--- config.mk ---
export PLATFORM = sky130hd
export DESIGN_NAME = reg_wb_arbiter
export DESIGN_NICKNAME = d
export VERILOG_FILES = /design/src/rtl/reg_wb_arbiter.sv
export SDC_FILE = /design/constraint.sdc
export NUM_CORES = 1
export LEC_CHECK = 0
export ABC_AREA = 0
export BUFFER_PORTS_ARGS = -buffer_cell sky130_fd_sc_hd__buf_2
export CORE_UTILIZATION = 30
export CTS_CLUSTER_DIAMETER = 120
export CTS_CLUSTER_SIZE = 24
export DETAILED_ROUTE_END_ITERATION = 7
export GPL_ROUTABILITY_DRIVEN = 0
export SLEW_MARGIN = 20
export SYNTH_ARGS = -nofsm -noshare
export SYNTH_HDL_FRONTEND = slang
export SYNTH_SLANG_ARGS = --single-unit
--- constraint.sdc ---
create_clock -name clk -period 2.95 [get_ports clk]
set_clock_uncertainty 0.2 [all_clocks]
set_input_delay 0.4425 -clock clk [delete_from_list [all_inputs] [get_ports clk]]
set_output_delay 0.4425 -clock clk [all_outputs]
set_load 0.02 [all_outputs]
--- src/rtl/reg_wb_arbiter.sv ---
// reg_wb_arbiter: round-robin ALU/LSU writeback arbiter with a registered write stage and busy scoreboard.
// Define REG_WB_BYPASS_EN to forward the committing write to rs1/rs2 in the same cycle.
module reg_wb_arbiter #(
    parameter int DATA_W = 64,
    parameter int ADDR_W = 5
) (
    input  logic              clk,
    input  logic              rst_n,
    input  logic              alu_valid,
    output logic              alu_ready,
    input  logic [ADDR_W-1:0] alu_rd,
    input  logic [DATA_W-1:0] alu_data,
    input  logic              lsu_valid,
    output logic              lsu_ready,
    input  logic [ADDR_W-1:0] lsu_rd,
    input  logic [DATA_W-1:0] lsu_data,
    input  logic              issue_valid,
    input  logic [ADDR_W-1:0] issue_rd,
    input  logic [ADDR_W-1:0] rs1_addr,
    input  logic [ADDR_W-1:0] rs2_addr,
    output logic              rs1_busy,
    output logic              rs2_busy,
`ifdef REG_WB_BYPASS_EN
    output logic [DATA_W-1:0] rs1_byp_data,
    output logic [DATA_W-1:0] rs2_byp_data,
`endif
    output logic              write_en,
    output logic [ADDR_W-1:0] write_address,
    output logic [DATA_W-1:0] write_data
);
    localparam int NREG = 1 << ADDR_W;

    typedef enum logic {GNT_ALU = 1'b0, GNT_LSU = 1'b1} grant_e;

    grant_e            last_q, last_d;
    logic              we_q, we_d;
    logic [ADDR_W-1:0] wa_q, wa_d;
    logic [DATA_W-1:0] wd_q, wd_d;
    logic [NREG-1:0]   busy_q, busy_d, set_vec, clr_vec;
    logic [ADDR_W-1:0] sel_rd;
    logic [DATA_W-1:0] sel_data;

    // ALU wins unless LSU also requests and ALU was granted last; readies are gated off during reset
    always_comb begin
        alu_ready = rst_n && alu_valid && (!lsu_valid || last_q == GNT_LSU);
        lsu_ready = rst_n && lsu_valid && !alu_ready;
        sel_rd    = alu_ready ? alu_rd : lsu_rd;
        sel_data  = alu_ready ? alu_data : lsu_data;
        last_d    = alu_ready ? GNT_ALU : (lsu_ready ? GNT_LSU : last_q);
        we_d      = (alu_ready || lsu_ready) && sel_rd != '0;
        wa_d      = we_d ? sel_rd : wa_q;
        wd_d      = we_d ? sel_data : wd_q;
        set_vec   = (issue_valid && issue_rd != '0) ? (NREG'(1) << issue_rd) : '0;
        clr_vec   = we_q ? (NREG'(1) << wa_q) : '0;
        busy_d    = ((busy_q & ~clr_vec) | set_vec) & ~NREG'(1);
    end

    always_ff @(posedge clk or negedge rst_n) begin
        if (!rst_n) begin
            last_q <= GNT_LSU;
            we_q   <= 1'b0;
            wa_q   <= '0;
            wd_q   <= '0;
            busy_q <= '0;
        end else begin
            last_q <= last_d;
            we_q   <= we_d;
            wa_q   <= wa_d;
            wd_q   <= wd_d;
            busy_q <= busy_d;
        end
    end

    assign write_en      = we_q;
    assign write_address = wa_q;
    assign write_data    = wd_q;

`ifdef REG_WB_BYPASS_EN
    logic hit1, hit2;

    // A committing write resolves the hazard now, unless a newer producer of the same register issues
    always_comb begin
        hit1         = we_q && wa_q == rs1_addr && rs1_addr != '0;
        hit2         = we_q && wa_q == rs2_addr && rs2_addr != '0;
        rs1_busy     = hit1 ? (issue_valid && issue_rd == rs1_addr) : busy_q[rs1_addr];
        rs2_busy     = hit2 ? (issue_valid && issue_rd == rs2_addr) : busy_q[rs2_addr];
        rs1_byp_data = hit1 ? wd_q : '0;
        rs2_byp_data = hit2 ? wd_q : '0;
    end
`else
    assign rs1_busy = busy_q[rs1_addr];
    assign rs2_busy = busy_q[rs2_addr];
`endif
endmodule
# Word level (Yosys, flattened, before mapping)
# Cells that the tools add are included.
[op_classes]
order_cmp = 2
shifts = 2
n_mux = 10
bitwise_logic = 3
n_reduce_logical = 13
[ops]
columns = ["operator", "count"]
rows = [
  ["32-bit two-way mux", 2],
  ["64-bit two-way mux", 1],
  ["1-bit by 5-bit << shifter with 32-bit output (first input constant)", 2],
  ["32-bit AND", 1],
  ["32-bit inverter", 1],
  ["32-bit bitwise OR", 1],
  ["5-bit by 6-bit less-than comparator with 1-bit output (second input constant)", 2],
  ["1-bit binary-select mux with 5-bit select", 2],
  ["5-bit nonzero test", 2],
  ["1-bit logical AND", 6],
  ["5-bit two-way mux", 1],
  ["1-bit two-way mux", 4],
  ["1-bit logical NOT", 2],
  ["1-bit logical OR", 2],
  ["2-bit nonzero test", 1],
]
[word_totals]
reg_bits = 102
input_bits = 158
output_inout_bits = 74

# Depth between registers and ports, before layout
# Gate-level depths: netlist of run 1.
[depth]
depth_word = 7
mapped_depth = 6
mapped_depth_nobuf = 4

# Worst setup path before layout of run 1
# Ideal clock, no wire load.
[synth_path]
path_type = "input-to-output"
startpoint = "input rs1_addr[0]"
endpoint = "output rs1_busy"
arrival_time_ns = 1.713
required_ns = 2.308
slack_ns = 0.594
cell_stages = 5
cell_sequence = "clkbuf_1 -> mux4_2 -> nand2b_1 -> o211ai_1 -> nand4_1"
[synth_between]
elab_chain_cells = 2
[synth_rtl]
columns = ["element", "line", "rtl"]
rows = [
  ["start: declaration", "19", "input logic [ADDR_W-1:0] rs1_addr,"],
  ["1-bit binary-select mux with 5-bit select", "91", "assign rs1_busy = busy_q[rs1_addr];"],
  ["1-bit two-way mux (implied by the code)", "91", ""],
  ["end: declaration", "21", "output logic rs1_busy,"],
]
# Every way passes these cells. The select of a mux whose other input is x is not followed.

# Final worst setup path of run 1
[layout_path]
startpoint = "register busy_q[7]"
endpoint = "output rs1_busy"
[layout_between]
elab_chain_cells = 2
[layout_rtl]
columns = ["element", "line", "rtl"]
rows = [
  ["start: declaration", "39", "logic [NREG-1:0] busy_q, busy_d, set_vec, clr_vec;"],
  ["start signal: assignment", "70", "busy_q <= busy_d;"],
  ["1-bit binary-select mux with 5-bit select", "91", ""],
  ["1-bit two-way mux (implied by the code)", "91", ""],
]
# Every way passes these cells. The select of a mux whose other input is x is not followed.

==> results of run 1 <==
how the worst max path moves through the flow:
stage,slack (ps),depth (start not counted),to
5_1_grt,440,5,rs1_busy
3_3_place_gp,610,6,rs1_busy
4_1_cts,510,5,rs1_busy
3_5_place_dp,580,6,write_data[7]
2_1_floorplan,590,5,rs1_busy
6_report,510,5,rs1_busy
kinds of logic after synthesis:
kind of cell,Yosys count
AND/OR/NAND/NOR,74
buffers and inverters,28
flip-flops,102
multiplexers,157
AO/OA/AOI/OAI,93
registers in the layout, indices dropped and copies added (netlist names):
name           cells
write_data        64
busy_q            31
write_address      5
last_q             1
write_en           1
Yosys cell counts, types with 7 or more instances:
cell and instances:
sky130_fd_sc_hd__mux2_4 30, sky130_fd_sc_hd__o21ai_0 65, sky130_fd_sc_hd__dfrtp_1 101, sky130_fd_sc_hd__buf_2 12, sky130_fd_sc_hd__nand2b_1 7, sky130_fd_sc_hd__mux2i_1 23
sky130_fd_sc_hd__nand2_1 13, sky130_fd_sc_hd__nor2_1 8, sky130_fd_sc_hd__nand3_1 13, sky130_fd_sc_hd__mux2_2 98, sky130_fd_sc_hd__or2_2 8
cell type report:
cell class / instances / share of cell area (%)
flip-flops and latches: 102 / 35.1
inverters: 6 / 0.310
clock inverters: 6 / 0.964
well taps: 229 / 3.94
multi-input cells: 324 / 39.4
repair buffers: 239 / 17.1
clock buffers: 10 / 3.15
worst reg2reg max path, cell delays in order (launching register included):
cell and delay (ps):
sky130_fd_sc_hd__dfstp_2 540, sky130_fd_sc_hd__and2b_1 230, sky130_fd_sc_hd__o21ai_1 210, sky130_fd_sc_hd__o211a_4 430
sky130_fd_sc_hd__buf_4 270, sky130_fd_sc_hd__mux2_2 360
power groups by stage:
| stage | clock [W] | sequential, W | combinational, W |
|---|---|---|---|
| after floorplan | 0 | 0.00213 | 0.000699 |
| after global placement | 0 | 0.00202 | 0.00137 |
| after global routing | 0.00130 | 0.00205 | 0.00149 |
| final | 0.00120 | 0.00201 | 0.00137 |
| after CTS | 0.00124 | 0.00201 | 0.00139 |
| after detailed placement | 0 | 0.00203 | 0.00139 |
through the flow:
stage	hold slack (ps)	cells	total power [W]	utilization (%)	setup WS, ps
2_1_floorplan	-53.1	454	0.00283	-	594
3_3_place_gp	286	900	0.00339	38.7	613
3_5_place_dp	286	900	0.00341	38.7	578
4_1_cts	11.7	916	0.00464	40.3	513
5_1_grt	48.4	916	0.00484	40.3	437
6_report	-1.83	916	0.00459	40.3	513
metal layers:
metal | part of all wire, % | vias to the layer above
met5 | 0 | -
met4 | 2.7 | 0
met3 | 7.8 | 29
met2 | 48 | 203
met1 | 42 | 2159
li1 | - | 2147
placed cells by master (no fill, tap or decap), types with 8 or more instances in the layout:
| master | n |
|---|---|
| sky130_fd_sc_hd__buf_2 | 230 |
| sky130_fd_sc_hd__clkbuf_16 | 9 |
| sky130_fd_sc_hd__dfrtp_1 | 101 |
| sky130_fd_sc_hd__mux2_2 | 98 |
| sky130_fd_sc_hd__mux2_4 | 30 |
| sky130_fd_sc_hd__mux2i_1 | 23 |
| sky130_fd_sc_hd__nand2_1 | 13 |
| sky130_fd_sc_hd__nand3_1 | 13 |
| sky130_fd_sc_hd__nor2_1 | 8 |
| sky130_fd_sc_hd__o21ai_0 | 65 |
| sky130_fd_sc_hd__or2_2 | 8 |
==> results.md, run 1 <==
Timing:
- The count of pins over their slew limit was 0.
- The total negative slack is 0 ps.
- Of the available clock period, the critical path in the final layout requires 82.6%.
- Setup violations remaining at the end of the flow were counted as 0.
- The slew of the pin with the lowest slew margin is 774 ps.
- Setup repair after global routing left no endpoint under its margin.
- The count of endpoints failing hold in the final timing report is 1.
- Counting I/O delays and the setup requirement, the final critical path takes between 2000 and 2500 ps.
- The fmax is between 400 and 500 MHz.
- Measured against its own limit, the worst slew margin works out to between 40% and 50%.
- The final worst hold slack is -1.83 ps.

Critical path:
- The delay contributed by the slowest stage of the critical path is 460 ps.
- The critical path data arrival time is 1790 ps.
- Across all register-to-register paths, the minimum setup slack is a little over 600 ps.
- The worst setup path is captured at an output pin.
- The critical path goes through mux4_2 > nand2b_1 > o211ai_1 > nand4_1 > buf_2.
- The data required time of the worst path is 2310 ps.
- The worst setup path is launched from a flop.
- The worst reg2reg path depth is 5.
- The endpoint of the most critical register-to-register path is write_data[8].
- Tracing the worst setup path back leads to its startpoint at busy_q[7].
- The startpoint of the worst register-to-register path is last_q.
- Counting both buffers and inverters, the worst setup path holds a total of 1.
- The critical path's top delay family is multiplexers.
- The critical path start-end classification is reg2out.
- Among all stages on the critical path, the largest delay is contributed by sky130_fd_sc_hd__mux4_2.
- The top fanout value on the critical path is 3.

Synthesis:
- In this run, synthesis inferred 0 flip-flops with an integrated enable.
- The total nets after synthesis is 612.
- A synthesized cell averages 12.2 um2.
- The number of warnings reported in the yosys synthesis log is 0.
- The flip-flop cell with the highest count after synthesis is sky130_fd_sc_hd__dfrtp_1.
- The synthesis-stage register bit count is 102.
- The share of flip-flops with an asynchronous set or reset is 100%.
- The share of Yosys cell area claimed by the top area cell type is 45.5%.
- The synthesized netlist devotes 7.37% of its cell area to simple gates.
- Synthesis handed over a netlist of 454 instances.
- The proportion of synthesized area in mux cells is 34.6%.
- The netlist area before placement is about 0.0056 mm2.
- Summed over all instances, the cell type with the most area after synthesis is sky130_fd_sc_hd__dfrtp_1.
- After synthesis, flip-flops and latches occupy 46.0% of the total area.
- By area the synthesized netlist is led by sky130_fd_sc_hd__dfrtp_1, sky130_fd_sc_hd__mux2_2, sky130_fd_sc_hd__mux2_4, sky130_fd_sc_hd__o21ai_0, sky130_fd_sc_hd__mux2i_1.
- The xor-xnor portion of the synthesized cell area is 0%.
- The post-synthesis compound-gate area fraction is 9.39%.
- After synthesis, the largest family of logic cells by area is multiplexers.
- Synthesis instantiated 39 different standard cells from the library.
- The area share of fa/ha/maj cells after synthesis is 0%.

Global route:
- The met2 track demand over resource in global routing is 28.1%.
- The global routing usage on met1 is 21.5%.
- The total routing usage reported by global routing is 17.1%.
- The number of global-route vias before repair is 4639.
- The first global-routing pass estimated around 26 mm of wire.
- met2 is the most crowded layer.
- The initial antenna violation count is 0.
- The total global routing overflow is 0.
- The pin count of the biggest net entering global routing is 62.
- In the global route stage, met3 resource usage came out at 4.81%.

Routing:
- Dividing the detail-routed via count by the number of cells gives 4.95.
- The number of design rule violations left after detail routing is 0.
- The detailed-routing iteration count for the pre-antenna-repair pass is 4.
- The via count of the routed design is roughly 4.5k.
- The residual antenna-violating net count after detailed routing is 0.
- After detailed routing, the average wire length per cell comes to 17.6 um.
- The first routing iteration left about 240 violations.
- Summed over all layers, the routed wires come to 16.1 mm.

Clock tree:
- The maximum root-to-sink buffer count is 2.
- Clock tree synthesis inserted a total of 9 buffers.
- The hold buffer count at CTS is 0.
- The clock reaches the later pin of the worst-skew pair after 350 ps.
- Buffers added to address setup during post-CTS repair amount to 0.
- In this run the number of H-tree levels came out at 3.
- The clock drives 102 sinks.
- Once the clock tree was built, the resizer swapped 0 gates to a different size.
- The root cell of the clock tree is sky130_fd_sc_hd__clkbuf_16.
- The clock slew seen by the registers of the worst setup and hold paths is about 70 ps.
- The TritonCTS clock tree is done.

Die:
- Measured along the y axis, the die boundary spans between 100 and 150 um.
- The initialized floorplan defines roughly 50 standard-cell rows.
- The area of the die is 0.0191 mm2.
- Once the floorplan was initialized, standard cells occupied a little under a third of the core.
- The core area is ~0.018 mm2.
- During I/O placement, the number of pins put on the boundary was between 200 and 250.
- The floorplan step set the die width to 138 um.

Power and ir drop:
- Per report_power, the sequential group accounts for 43.8% of the total.
- The worst vdd rail ir drop is 0.264 mV.
- The internal portion of the total power is approximately 0.0031 W.
- For this design the ratio of total power to cell area is 631 mW/mm2.
- The fraction of power consumed by the clock network is a little over a quarter.
- The proportion of total power due to net switching is 33.3%.
- The switching power is 0.00153 W.
- The combinational group share of total power is 30.0%.
- The analysis attributes to cell leakage a power of 3.27 nW.

Final layout:
- Compared with the post-synthesis result, the final layout area differs by 30.9%.
- Registers take 0.00255 mm2.
- At the end of the flow, the number of nets in the layout was 840.
- The area of all placed cells without fillers is 0.00727 mm2.
- The post-route netlist has 58.2% of its cells at a drive strength greater than 1.
- The multi-input combinational cells in the finished layout cover a total of 0.00286 mm2.
- The antenna cell count is 0.
- Counting the fill cells in the layout gives 1771.

Placement:
- The wire-length estimate of the detail-placed layout is 12.7 mm.
- The placed instances occupy a cell area of roughly 0.007 mm2.
- Port buffering added between 200 and 250 buffers.

Hold path:
- The class of the worst hold path is in2async.

Outcome:
- The run finished, with violations left.
- The checks that failed: negative hold slack.

Run:
- The number of max-cap violations is 0.
(Power assumes the default switching activity.)
==> run 2: changes to the inputs <==
==> constraint.sdc (replaced) <==
create_clock -name clk -period 2.5 [get_ports clk]
set_clock_uncertainty 0.2 [all_clocks]
set_input_delay 0.375 -clock clk [delete_from_list [all_inputs] [get_ports clk]]
set_output_delay 0.375 -clock clk [all_outputs]
set_load 0.02 [all_outputs]
==> run 2 against run 1 <==
The flow now finishes without violations. Power rose by 20%. Highest routed layer unchanged. Global-route usage barely moved. First-iteration DRC count rose by 6.0%. Critical endpoint is now lsu_ready. Register-to-register slack got worse by 300 ps. Core utilization rose by 0.28 points. Die area did not move.
==> results.md, run 2 (synthesis results as in run 1) <==
Outcome:
- The run finished with clean final reports.

Global route:
- The pin count of the biggest net entering global routing is 65.
- The first global-routing pass estimated 25.4 mm of wire.
- The number of global-route vias before repair is 4663.
- The total global routing overflow is 0.
- The total routing usage reported by global routing is 17.1%.
- The initial antenna violation count is 0.

Critical path:
- The register-to-register setup slack is 310 ps.
- For the worst setup path, the data arrival time is between 1500 and 2000 ps.
- The data required time of the worst path is 1920 ps.
- The worst register-to-register path ends at write_data[36].
- The critical path start-end classification is reg2out.
- The worst register-to-register path begins at last_q.
- The worst setup path is launched from a flop.
- The signal on the critical path passes through and2b_1 > nor2_4 > buf_12 > nor2_1 > buf_2.
- On the critical path the largest part of the delay comes from flip-flops.
- On the critical path, the stage with the largest delay is an instance of sky130_fd_sc_hd__dfstp_2.
- The combined buffer and inverter count along the critical path is 2.
- The worst setup path is captured at an output pin.
- The worst reg2reg path depth is 5.
- On the worst path, the slowest cell contributes a delay of around 540 ps.
- The top fanout value on the critical path is 58.

Clock tree:
- After clock tree synthesis, the repair step resized 0 gates.
- Clock-pin slew was measured on the worst setup and hold paths at ~70 ps.
- Counting the buffers created by CTS gives 9.
- The tree built by TritonCTS fans out to 102 sinks.
- The TritonCTS clock tree is done.
- The root cell of the clock tree is sky130_fd_sc_hd__clkbuf_16.
- The maximum root-to-sink buffer count is 2.
- The latest clock arrival within the worst-skew pair is around 350 ps.
- The number of levels in the clock H-tree is 3.

Final layout:
- In the final layout, the share of cells above drive strength 1 is 58.1%.
- The library cells used most frequently in the layout, excluding fill and tap cells, are sky130_fd_sc_hd__buf_2, sky130_fd_sc_hd__dfrtp_1, sky130_fd_sc_hd__mux2_2.
- The synthesis-to-layout area growth is 31.8%.
- The number of flip-flops under the largest register name is between 60 and 70.
- The antenna cell count is 0.
- Summing all multi-input logic gate instances after layout gives 0.00286 mm2.
- The finished cells cover between 0.007 and 0.008 mm2.
- The sequential cells in the finished layout cover a total of 0.00255 mm2.
- The number of inserted filler cells in the final layout is 1774.
- The most common cell after layout, fill and taps aside is sky130_fd_sc_hd__buf_2.
- The count of nets after finishing is 842.

Timing:
- Measured against its own limit, the worst slew margin works out to 46.0%.
- The fmax is 422 MHz.
- The count of endpoints failing hold in the final timing report came to 0.
- At the pin with the least slew margin, the transition time is 811 ps.
- Counting I/O delays and the setup requirement, the final critical path takes between 2000 and 2500 ps.
- Setup repair after global routing left no endpoint under its margin.
- The total negative slack is 0 ps.
- In the finished design, the share of the clock period the worst path needs comes to between 90 and 100%.
- The setup violation total in the final timing report is 0.
- The count of pins over their slew limit is 0.

Die:
- 232 I/O pins were placed.
- In this run the vertical extent of the chip is ~140 um.
- The die covers 0.0191 mm2.
- The initial utilization of the core area, before any placement, comes to 30.8%.
- The core area is 0.0180 mm2.
- The width of the chip is between 100 and 150 um.
- In this run the core area contains 49 standard-cell rows.

Placement:
- The number of buffers added on ports is 231.
- The total cell area at the placement stage is 0.00700 mm2.
- Once detailed placement completed, the half-perimeter wirelength came to 12.6 mm.

Power and ir drop:
- Across the VDD grid, the largest voltage drop is 0.283 mV.
- The power density over cell area is 750 mW/mm2.
- The static leakage is 3.30 nW.

Hold path:
- The worst hold path belongs to the class in2async.

Routing:
- The post-detailed-routing wire length is 16.2 mm.
- The number of design rule violations left after detail routing is 0.
- The detail route stage leaves a number of antenna-violating nets equal to 0.
- Across all layers, the routed design uses approximately 4.5k vias.
- The detailed-routing iteration count for the pre-antenna-repair pass is 4.
- Dividing the detail-routed wire length by the instance count gives 17.6 um.
- Using the TritonRoute via totals, the vias-per-cell ratio works out to 4.92.
- The first-iteration detailed-routing DRC count is 249.

Run:
- Across the run, the number of max-cap violations was 0.
-- run 2: worst register-to-register path: cells and delay by family (launching register included) --
family,cells,cell delay [ps]
AO/OA/AOI/OAI,2,500
buffers and inverters,1,260
flip-flops,1,540
multiplexers,1,350
AND/OR/NAND/NOR,1,220
-- run 2: timing repair --
item,CTS,global route
hold endpoints to repair,38,0
setup buffers,0,0
hold buffers,1,0
-- run 2: per-layer routing --
metal / routed length (um) / vias to the layer above / share of wire [%] / GRT usage [%]
met2: 7670 / 193 / 47 / 27.6
met5: 0 / - / 0 / 0
li1: - / 2142 / - / -
met4: 493 / 0 / 3.0 / 8.10
met3: 1340 / 26 / 8.3 / 4.81
met1: 6660 / 2153 / 41 / 21.1
-- run 2: how the worst max path moves through the flow --
stage	start	end	slack, ps	depth (start not counted)
final	last_q	lsu_ready	130	5
after global routing	last_q	lsu_ready	20	5
after CTS	last_q	lsu_ready	100	5
after detailed placement	last_q	write_data[34]	310	5
after global placement	rs1_addr[0]	rs1_busy	320	6
after floorplan	rs1_addr[0]	rs1_busy	280	5
-- run 2: layout make-up --
class                   count  share of cell area, %
well taps                 229                   3.91
clock inverters             5                   1.03
inverters                   6                  0.308
repair buffers            241                   17.6
clock buffers              11                   3.18
multi-input cells         324                   39.1
flip-flops and latches    102                   34.9
-- run 2: through the flow --
step / hold WS [ps] / setup WS (ps) / power, W / cells / util (%)
4_1_cts: 85.9 / 96.7 / 0.00554 / 918 / 40.6
3_3_place_gp: 285 / 319 / 0.00400 / 901 / 38.8
2_1_floorplan: -121 / 279 / 0.00334 / 454 / -
5_1_grt: 102 / 15.5 / 0.00581 / 918 / 40.6
3_5_place_dp: 284 / 307 / 0.00402 / 901 / 38.8
6_report: 55.0 / 132 / 0.00549 / 918 / 40.6
-- run 2: power breakdown --
| part | switching [W] | internal (W) |
|---|---|---|
| Clock | 0.000628 | 0.000874 |
| Combinational | 0.000828 | 0.000789 |
| Sequential | 0.000320 | 0.00205 |
==> run 3: changes to the inputs <==
--- a/config.mk
+++ b/config.mk
@@ -12,6 +12,7 @@
 export CTS_CLUSTER_SIZE = 24
 export DETAILED_ROUTE_END_ITERATION = 7
 export GPL_ROUTABILITY_DRIVEN = 0
+export REMOVE_ABC_BUFFERS = 1
 export SLEW_MARGIN = 20
 export SYNTH_ARGS = -nofsm -noshare
 export SYNTH_HDL_FRONTEND = slang
==> run 3 against run 2 <==
Power increased by 0.15%. Clock-buffer cell count is the same. Global-route usage shrank 0.52 points. Cell count grew 0.33%. Non-clock buffer count grew 2. Sequential share of layout area down 0.22 points. Register-to-register slack lost 100 ps.
==> results.md, run 3 (synthesis results as in run 1) <==
Timing:
- The count of endpoints failing hold in the final timing report was 0.
- The count of pins over their slew limit came to 0.
- For the pin with the worst max-slew slack, the measured transition is 807 ps.
- The ratio of final minimum period to clock period is slightly below 100%.
- After layout, the worst setup slack is 96.1 ps.
- The total negative slack is 0 ps.
- The fmax is 416 MHz.
- Setup repair after global routing left no endpoint under its margin.
- The post-layout minimum cycle time is 2400 ps.
- The worst slew slack as a fraction of its limit is between 40 and 50%.
- Setup violations remaining at the end of the flow were counted as 0.

Critical path:
- The combined buffer and inverter count along the critical path is 4.
- The worst setup path is launched from an input port.
- STA classifies the critical path endpoint as an output pin.
- The critical path's top delay family is buffers and inverters.
- The slowest stage of the critical path is the sky130_fd_sc_hd__dlygate4sd3_1 cell.
- The setup check on the worst reg-to-reg path leaves a slack of 210 ps.
- The delay contributed by the slowest stage of the critical path is 540 ps.
- Along the worst path, the maximum fanout reaches 24.
- STA puts the critical path data required time at 1920 ps.
- The critical path data arrival time is 1830 ps.
- The critical path goes through dlygate4sd3_1 > buf_4 > nand2_1 > nor2_4 > buf_12 > nor2_1 > buf_2.
- The critical path start-end classification is in2out.

Placement:
- The final HPWL from detailed placement is 12.2 mm.
- OpenSTA, run right after detailed placement, puts the worst setup slack at between 200 and 250 ps.
- Buffers placed on the I/O ports in this run total 231.

Outcome:
- The flow ran to the end, and the final reports show no timing, DRC or antenna violations.

Power and ir drop:
- The proportion of total power due to net switching is 32.2%.
- The worst vdd rail ir drop is 0.349 mV.
- For this design the total switching power over the nets is 0.00177 W.
- The post-layout total power is 0.00549 W.
- The internal power contribution is 0.00373 W.
- The clock network burns 27.3% of the power.
- The power density over cell area is 746 mW/mm2.
- Per report_power, the combinational group accounts for between 20 and 30% of the total.
- The analysis attributes to cell leakage a power of 3.32 nW.
- The sequential share of power is between 40 and 50%.

Die:
- The area of the die is 0.0191 mm2.
- The floorplan step set the die width to roughly 140 um.
- Once the floorplan was initialized, standard cells occupied 30.8% of the core.
- The height of the chip is 138 um.
- The count of pins on the block boundary is 232.
- The row count is 49.
- The core area is 0.0180 mm2.

Routing:
- The per-cell via count in the routed design is ~5.0.
- The via count of the routed design is between 4k and 5k.
- The detailed-routing iteration count for the pre-antenna-repair pass is 5.
- The residual antenna-violating net count after detailed routing is 0.
- The number of design rule violations left after detail routing is 0.
- The post-detailed-routing wire length is 15.8 mm.
- In the final routed layout, each cell accounts on average for 17.1 um.
- The first-iteration detailed-routing DRC count is 249.

Final layout:
- The register with the most flip-flops in the layout has 64 of them.
- The number of inserted filler cells in the final layout is 1802.
- The synthesis-to-layout area growth is 32.6%.
- For this run, the share of the core covered by cells in the final layout is 40.9%.
- The count of nets after finishing is 844.
- The sequential cell area is roughly 0.0026 mm2.
- Of the cells placed in the final design, the portion with a size suffix greater than 1 is 58.2%.
- In the layout the commonest cells are sky130_fd_sc_hd__buf_2, sky130_fd_sc_hd__dfrtp_1, sky130_fd_sc_hd__mux2_2.
- The combined area of the multi-input logic cells is approximately 0.0029 mm2.
- Leaving out fill and tap cells, the most frequent cell in the layout is sky130_fd_sc_hd__buf_2.

Clock tree:
- The TritonCTS clock tree is done.
- Post-CTS timing repair inserted 0 buffers for setup.
- The clock passes through at most 2 buffers.
- The clock net in this run drives a total of 102 sinks.
- The clock slew seen by the registers of the worst setup and hold paths is 70 ps.
- The root cell of the clock tree is sky130_fd_sc_hd__clkbuf_16.
- The CTS buffer count is 9.
- The latest clock arrival within the worst-skew pair is 350 ps.
- The number of levels in the clock H-tree is 3.

Global route:
- The global-route wire length before repair is 24.9 mm.
- For this run the aggregate overflow at the end of global routing stands at 0.
- The number of global-route vias before repair is 4618.
- The initial antenna violation count is 2.
- The total routing usage reported by global routing is 16.6%.
- Entering global routing, the biggest net connects 65 pins.

Hold path:
- The class of the worst hold path is in2reg.

Run:
- Max-cap violations in this run came to 0.
run 3: repair_timing:
action | 4_1_cts | 5_1_grt
gates resized for setup | 0 | 1
hold buffers | 1 | 0
setup endpoints to repair | 0 | 2
hold endpoints to repair | 38 | 0
run 3: path summary, 6_finish.rpt:
check,from,end,depth (start not counted)
max,rst_n,lsu_ready,7
min,lsu_valid,last_q,3
min reg2reg,last_q,last_q,2
min in group asynchronous,rst_n,last_q,2
max in group asynchronous,rst_n,write_data[47],3
max reg2reg,last_q,write_data[59],5
run 3: final cells by class:
type | count | share of cell area [%]
diodes | 1 | 0.0340
clock buffers | 11 | 3.16
clock inverters | 5 | 1.12
inverters | 6 | 0.306
multi-input cells | 324 | 38.9
flip-flops and latches | 102 | 34.7
well taps | 229 | 3.89
repair buffers | 243 | 18.0
run 3: tightest hold or removal path, cell delays in order:
cell and delay [ps]:
sky130_fd_sc_hd__buf_2 130, sky130_fd_sc_hd__nand2_1 80, sky130_fd_sc_hd__o21ai_0 80
run 3: layer usage:
metal | vias to the layer above | wire length, um | track usage, %
li1 | 2157 | - | -
met1 | 2195 | 6880 | 21.5
met2 | 193 | 7480 | 26.8
met3 | 19 | 1110 | 3.98
met4 | 0 | 293 | 6.19
met5 | - | 0 | 0
run 3: through the flow:
step	hold slack, ps	instances	cell area, um2
finish	124	921	7370
global route	122	921	7370
CTS	93.2	919	7330
detailed placement	153	902	7010
global placement	151	902	7010
floorplan	-121	432	5430
run 3: power groups by stage:
stage | registers [W] | clock network (W) | logic, W
after detailed placement | 0.00238 | 0 | 0.00164
after CTS | 0.00236 | 0.00154 | 0.00164
after global routing | 0.00242 | 0.00161 | 0.00176
final | 0.00236 | 0.00150 | 0.00163
after global placement | 0.00238 | 0 | 0.00162
after floorplan | 0.00252 | 0 | 0.000802
